==> src/rtl/mem_pkg.sv <==
// Shared types and constants for the DDR3-side request sequencer.
// Latency: n/a (declarations only).
// Backpressure: n/a (declarations only).
//
// Contents: FSM state enum, wrapper command encodings, default bus widths.
package mem_pkg;

  localparam int ADDR_W_DEF = 26;  // word address, 4-byte granularity
  localparam int DATA_W_DEF = 32;  // word data

  // Wrapper command encoding on mem_cmd
  localparam logic MEM_CMD_WRITE = 1'b0;
  localparam logic MEM_CMD_READ  = 1'b1;

  typedef enum logic [2:0] {
    IDLE,
    WRITE,
    RD_CMD,
    RD_WAIT,
    RESP
  } state_t;

endpackage

==> src/rtl/mem_req_sequencer.sv <==
// Single-outstanding word read/write sequencer in front of the DDR3 UI wrapper.
// Latency: rsp_valid 1 cycle after the read-return, or after the later of the two write accepts.
// Backpressure: req_ready only in IDLE with calibration done; wrapper stalls hold the request.
//
// Ports:
//   ui_clk, sync_rst                 sole clock, synchronous active-high reset
//   calibrated                       memory calibration complete (gates new acceptance only)
//   req_valid/req_ready/req_we/
//   req_addr/req_wdata               core request handshake
//   rsp_valid/rsp_rdata/rsp_err      one-cycle registered completion
//   mem_en/mem_wea/mem_cmd/
//   mem_addr/mem_din                 command and write-data strobes to the wrapper
//   mem_dout/mem_cmd_rdy/
//   mem_write_rdy/mem_read_arrived   wrapper accepts and read return
//
// Build option: define MEM_TIMEOUT_EN to add a TIMEOUT_CYCLES watchdog that
// completes a stuck transaction with rsp_err=1. Without it rsp_err is 0 and the
// sequencer waits indefinitely for the wrapper.
module mem_req_sequencer
  import mem_pkg::*;
#(
  parameter int ADDR_W         = ADDR_W_DEF,
  parameter int DATA_W         = DATA_W_DEF,
  parameter int TIMEOUT_CYCLES = 4096
) (
  input  logic              ui_clk,
  input  logic              sync_rst,
  input  logic              calibrated,
  input  logic              req_valid,
  input  logic              req_we,
  input  logic [ADDR_W-1:0] req_addr,
  input  logic [DATA_W-1:0] req_wdata,
  output logic              req_ready,
  output logic              rsp_valid,
  output logic [DATA_W-1:0] rsp_rdata,
  output logic              rsp_err,
  output logic              mem_en,
  output logic              mem_wea,
  output logic              mem_cmd,
  output logic [ADDR_W-1:0] mem_addr,
  output logic [DATA_W-1:0] mem_din,
  input  logic [DATA_W-1:0] mem_dout,
  input  logic              mem_cmd_rdy,
  input  logic              mem_write_rdy,
  input  logic              mem_read_arrived
);

  state_t              r_state;
  logic                r_req_ready;
  logic                r_rsp_valid;
  logic [DATA_W-1:0]   r_rsp_rdata;
  logic                r_mem_en;
  logic                r_mem_wea;
  logic                r_mem_cmd;
  logic [ADDR_W-1:0]   r_mem_addr;
  logic [DATA_W-1:0]   r_mem_din;
  logic                r_cmd_done;
  logic                r_wr_done;

  logic w_accept;
  logic w_cmd_acc;
  logic w_wr_acc;
  logic w_cmd_done;
  logic w_wr_done;
  logic w_busy;
  logic w_normal_done;

  assign w_accept   = (r_state == IDLE) && r_req_ready && req_valid;
  // Each strobe is only held until its own accept, so strobe && rdy is the accept.
  assign w_cmd_acc  = r_mem_en  && mem_cmd_rdy;
  assign w_wr_acc   = r_mem_wea && mem_write_rdy;
  // Done flags include this cycle's accept so a same-cycle pair completes at once.
  assign w_cmd_done = r_cmd_done || w_cmd_acc;
  assign w_wr_done  = r_wr_done  || w_wr_acc;
  assign w_busy     = (r_state == WRITE) || (r_state == RD_CMD) || (r_state == RD_WAIT);
  assign w_normal_done = ((r_state == WRITE) && w_cmd_done && w_wr_done) ||
                         (((r_state == RD_CMD) || (r_state == RD_WAIT)) && mem_read_arrived);

`ifdef MEM_TIMEOUT_EN
  localparam int TO_W = (TIMEOUT_CYCLES > 1) ? $clog2(TIMEOUT_CYCLES) : 1;

  logic [TO_W-1:0] r_to_cnt;
  logic            r_rsp_err;
  logic            w_to_hit;

  // A genuine completion in the expiry cycle wins over the watchdog.
  assign w_to_hit = w_busy && !w_normal_done && (r_to_cnt == TO_W'(TIMEOUT_CYCLES - 1));
  assign rsp_err  = r_rsp_err;
`else
  logic w_unused_timeout;
  assign w_unused_timeout = (TIMEOUT_CYCLES == 0) || w_busy || w_normal_done;
  assign rsp_err          = 1'b0;
`endif

  always_ff @(posedge ui_clk) begin
    if (sync_rst) begin
      r_state     <= IDLE;
      r_req_ready <= 1'b0;
      r_rsp_valid <= 1'b0;
      r_rsp_rdata <= '0;
      r_mem_en    <= 1'b0;
      r_mem_wea   <= 1'b0;
      r_mem_cmd   <= 1'b0;
      r_mem_addr  <= '0;
      r_mem_din   <= '0;
      r_cmd_done  <= 1'b0;
      r_wr_done   <= 1'b0;
`ifdef MEM_TIMEOUT_EN
      r_to_cnt    <= '0;
      r_rsp_err   <= 1'b0;
`endif
    end else begin
      r_rsp_valid <= 1'b0;
`ifdef MEM_TIMEOUT_EN
      r_rsp_err   <= 1'b0;
`endif
      unique case (r_state)
        IDLE: begin
          r_req_ready <= calibrated;
          if (w_accept) begin
            r_req_ready <= 1'b0;
            r_mem_cmd   <= req_we ? MEM_CMD_WRITE : MEM_CMD_READ;
            // Address stays put until the next acceptance: the wrapper
            // lane-selects mem_dout from it combinationally.
            r_mem_addr  <= req_addr;
            r_mem_din   <= req_wdata;
            r_mem_en    <= 1'b1;
            r_mem_wea   <= req_we;
            r_cmd_done  <= 1'b0;
            r_wr_done   <= 1'b0;
            r_state     <= req_we ? WRITE : RD_CMD;
          end
        end

        WRITE: begin
          if (w_cmd_acc) begin
            r_mem_en   <= 1'b0;
            r_cmd_done <= 1'b1;
          end
          if (w_wr_acc) begin
            r_mem_wea <= 1'b0;
            r_wr_done <= 1'b1;
          end
          if (w_cmd_done && w_wr_done) begin
            r_rsp_valid <= 1'b1;
            r_rsp_rdata <= '0;
            r_state     <= RESP;
          end
        end

        RD_CMD: begin
          // An early return is taken as the read data; the command is
          // considered consumed at that point.
          if (mem_read_arrived) begin
            r_mem_en    <= 1'b0;
            r_rsp_valid <= 1'b1;
            r_rsp_rdata <= mem_dout;
            r_state     <= RESP;
          end else if (mem_cmd_rdy) begin
            r_mem_en <= 1'b0;
            r_state  <= RD_WAIT;
          end
        end

        RD_WAIT: begin
          if (mem_read_arrived) begin
            r_rsp_valid <= 1'b1;
            r_rsp_rdata <= mem_dout;
            r_state     <= RESP;
          end
        end

        RESP: begin
          r_req_ready <= calibrated;
          r_state     <= IDLE;
        end

        default: begin
          r_state <= IDLE;
        end
      endcase

`ifdef MEM_TIMEOUT_EN
      if (w_accept) begin
        r_to_cnt <= '0;
      end else if (w_busy) begin
        r_to_cnt <= r_to_cnt + 1'b1;
      end
      if (w_to_hit) begin
        r_mem_en    <= 1'b0;
        r_mem_wea   <= 1'b0;
        r_rsp_valid <= 1'b1;
        r_rsp_err   <= 1'b1;
        r_rsp_rdata <= '0;
        r_state     <= RESP;
      end
`endif
    end
  end

  assign req_ready = r_req_ready;
  assign rsp_valid = r_rsp_valid;
  assign rsp_rdata = r_rsp_rdata;
  assign mem_en    = r_mem_en;
  assign mem_wea   = r_mem_wea;
  assign mem_cmd   = r_mem_cmd;
  assign mem_addr  = r_mem_addr;
  assign mem_din   = r_mem_din;

endmodule

==> config.mk <==
export PLATFORM = sky130hd
export DESIGN_NAME = mem_req_sequencer
export DESIGN_NICKNAME = d
export VERILOG_FILES = /design/src/rtl/mem_pkg.sv /design/src/rtl/mem_req_sequencer.sv
export SDC_FILE = /design/constraint.sdc
export NUM_CORES = 1
export LEC_CHECK = 0
export ABC_AREA = 1
export CORE_MARGIN = 2
export CORE_UTILIZATION = 41
export DETAILED_ROUTE_END_ITERATION = 10
export PLACE_DENSITY = 0.81
export SLEW_MARGIN = 40
export SYNTH_ARGS = -nofsm -noshare
export SYNTH_HDL_FRONTEND = slang
export SYNTH_SLANG_ARGS = --single-unit
export TNS_END_PERCENT = 5
==> constraint.sdc <==
create_clock -name ui_clk -period 1.8 [get_ports ui_clk]
set_input_delay 0.27 -clock ui_clk [delete_from_list [all_inputs] [get_ports ui_clk]]
set_output_delay 0.27 -clock ui_clk [all_outputs]
set_load 0.02 [all_outputs]
==> results summary <==
The post-synthesis sequential element count came out at 100. The worst register-to-register path begins at r_state[1]$_SDFFE_PP0P_. The logic depth of the worst register-to-register path is 7.

The area share of xor/xnor cells in the synthesized design is 0%. The dominant combinational cell family by area after synthesis is simple AND/OR/NAND/NOR gates. The critical path required time is 1.53 ns.

The number of sinks on the clock net came out at 100. The maximum number of pins on one net before global-route repair is 56. The maximum fanout encountered on the critical timing path is 3. Broken down by cell family, the worst path's largest delay share belongs to buffers and inverters. The total of warnings raised by yosys is 0. Setup repair after global routing left no endpoint under its margin.

The die area is 0.0105 mm². The final number of hold-violating endpoints is 0. Global routing used 20.7% of the available tracks across all layers.

The area added between synthesis and finish came out at 55.5%. The worst clock skew on the final layout came out at 0.0158 ns. The overall power consumption is 6810 µW. In this run the clock root is driven by a sky130_fd_sc_hd__clkbuf_8. The count of flip-flops with a built-in enable after synthesis came out at 0. The chip width came out at 103 µm. Yosys attributes the largest share of cell area to sky130_fd_sc_hd__dfxtp_1 (50%), sky130_fd_sc_hd__nor2_1 (14%), sky130_fd_sc_hd__nand3_1 (9.0%).

The most used flip-flop cell after synthesis is sky130_fd_sc_hd__dfxtp_1. The core region area came out at 0.00959 mm². The worst hold path cell count is 2.

By count the netlist is led by sky130_fd_sc_hd__nor2_1 (150), sky130_fd_sc_hd__dfxtp_1 (100), sky130_fd_sc_hd__nand3_1 (72). The post-synthesis net count came out at 645. STA classifies the critical path startpoint as a register. Once the clock tree was built, the setup fixing pass inserted 0 buffers. The aggregate negative setup slack is 0 ns. The critical path is of the reg -> out type. After synthesis, the largest area contributor takes up 50.1% of total cell area. The highest clock frequency the design can meet came out at 617 MHz. For this design the static power due to leakage is 0.00276 µW. 0 antenna diodes ended up in the layout. The final layout contains routed wiring with a total length of 11.2 mm. After detailed routing, the average wire length per cell comes to 13.0 µm.

The count of final max-slew check failures came to 0. The HPWL after detailed placement is 8.00 mm. STA classifies the critical path endpoint as an output pin. The worst register-to-register path ends at rsp_rdata[17]$_SDFFE_PP0P_.

The final-stage net count came out at 823. The setup slack on the worst flop-to-flop path came out at 0.29 ns. The die is 103 µm tall.

The number of buffers inserted by hold repair at cts is 0. The first TritonRoute pass finished after 6 iterations. Counting both buffers and inverters, the worst setup path holds a total of 1.

The post-cts sizing count came out at 0. Setup violations remaining at the end of the flow were counted as 0. The tightest min-delay check is of the reg -> reg type. The worst hold path terminates at r_cmd_done$_SDFFE_PP0P_.

Of the available clock period, the critical path in the final layout requires 90.0%. The number of global-route vias before repair is 3935. For this design, the slowest cell found on the critical path is sky130_fd_sc_hd__clkdlybuf4s50_1. In the final layout, the share of cells above drive strength 1 is 6.17%. After clock tree synthesis, the clock-pin slew on the worst setup and hold paths is 0.10 ns. The final weighted congestion in routability-driven placement came out at 0.917.

The violation count after the first detailed-routing iteration came out at 146. The power per cell area is 1100 mW/mm². The source of the worst hold timing path is r_cmd_done$_SDFFE_PP0P_. Once detail routing completed, the nets flagged for antenna violations numbered 0.

TritonCTS built the clock tree. The number of placement rows is 36. The I/O pin count came out at 194. The count of buffers from port buffering came out at 192. Summing the areas of all compound-gate instances in the mapped netlist gives 9.05% of the synthesized area. sky130_fd_sc_hd__nor2_1 is the most common cell in the netlist. The max-capacitance violation count is 0. The shortest period the worst path allows is 1.62 ns.

The insertion delay of the later-clocked pin in the worst-skew pair is 0.36 ns. The average instance area after synthesis is 7.30 µm². The fraction of the mapped netlist area in simple logic gates is 31.2%. The data arrival time at the worst-slack endpoint is 1.35 ns. In this design, the stage delay of the slowest critical-path cell is 0.62 ns. Multiplexer cells account for 0% of the synthesized area. The adder-cell share of the synthesized area is 0%. In this run the worst setup path begins at mem_wea$_SDFFE_PP0P_. The worst IR drop on VDD came out at 571 µV. The flow ran to the end, and the final reports show no timing, DRC or antenna violations.

The netlist uses 21 different library cells. The H-tree depth is 3. Sequential cells were found to cover 50.1% of the synthesized design area. The total stage count of the critical path came out at 1. The signal on the critical path passes through clkdlybuf4s50_1. The number of inserted filler cells in the final layout came out at 828. The cell area after technology mapping is 0.00399 mm².

The number of vias per cell after detailed routing is 4.79. The number of buffers on the longest clock path is 2. sky130_fd_sc_hd__dfxtp_1 takes more of the synthesized area than any other cell.

Synthesis handed over a netlist of 547 instances. The total global routing overflow came out at 0. The initial antenna violation count came out at 0. The share of synthesized flip-flops with an asynchronous set or reset came out at 0%. The initial core utilization is 41.6%.

The routed layout has 4127 vias. The detailed-route DRC error count is 0. In this run, CTS created clock tree buffers numbering 9. The first global-routing pass estimated 17.6 mm of wire.
## metal layers
| layer | wire length (µm) | GRT usage (%) |
|---|---|---|
| met3 | 1310 | 9.29 |
| met1 | 4410 | 23.3 |
| met5 | 0 | 0 |
| met4 | 108 | 5.03 |
| met2 | 5380 | 35.9 |
## cell usage in the layout (no fill, tap or decap), drive strengths merged
cell and count:
clkinv 2, inv 48, clkdlybuf4s50 192, a21oi 6, nor2 163, nand3 73, clkbuf 10, conb 1
buf 11, nand2 58, o21ai 61, o22ai 2, clkinvlp 2, dfxtp 100
## how the worst max path moves through the flow
stage | slack (ns) | to
finish | 0.18 | mem_wea
detailed placement | 0.1 | rsp_rdata[23]$_SDFFE_PP0P_
CTS | 0.16 | mem_wea
floorplan | 0.48 | rsp_rdata[0]$_SDFFE_PP0P_
global placement | 0.20 | rsp_rdata[30]$_SDFFE_PP0P_
global route | 0.11 | mem_en
## where the power goes
group / total (µW) / internal, µW / switching, µW / leakage, µW
logic: 2780 / 1180 / 1600 / 0.00187
clock network: 1260 / 501 / 762 / 0.0000787
registers: 2770 / 2560 / 204 / 0.000811
## flip-flops by register name (all words and copies together) (netlist names)
name and count:
rsp_rdata 32, mem_addr 26, req_ready 1, mem_cmd 1, mem_din 32, rsp_valid 1
mem_en 1, mem_wea 1, r_wr_done 1, r_cmd_done 1, r_state 3
## stage by stage
step / hold slack [ns] / utilization [%] / instance area [µm²] / cells / setup slack, ns
after global placement: 0.449 / 63.0 / 6050 / 847 / 0.197
after CTS: 0.464 / 64.7 / 6210 / 862 / 0.163
after global routing: 0.471 / 64.7 / 6210 / 862 / 0.108
after floorplan: 0.339 / - / 3990 / 547 / 0.482
final: 0.466 / 64.7 / 6210 / 862 / 0.181
after detailed placement: 0.452 / 63.0 / 6050 / 847 / 0.0988
## layout make-up
cell class	count	area [µm²]	share of cell area, %
inverters	47	176	2.84
repair buffers	203	2090	33.7
flip-flops and latches	100	2000	32.2
clock inverters	5	37.5	0.604
multi-input cells	364	1610	25.9
clock buffers	10	128	2.05
well taps	133	166	2.68
## kinds of logic (layout without fill, tap and decap cells)
kind of cell,count (synthesis),after routing
compound gates,69,69
buf+inv,83,265
flops,100,100
other cells,1,1
simple gates,294,294
Power figures use the tool's default switching activity.
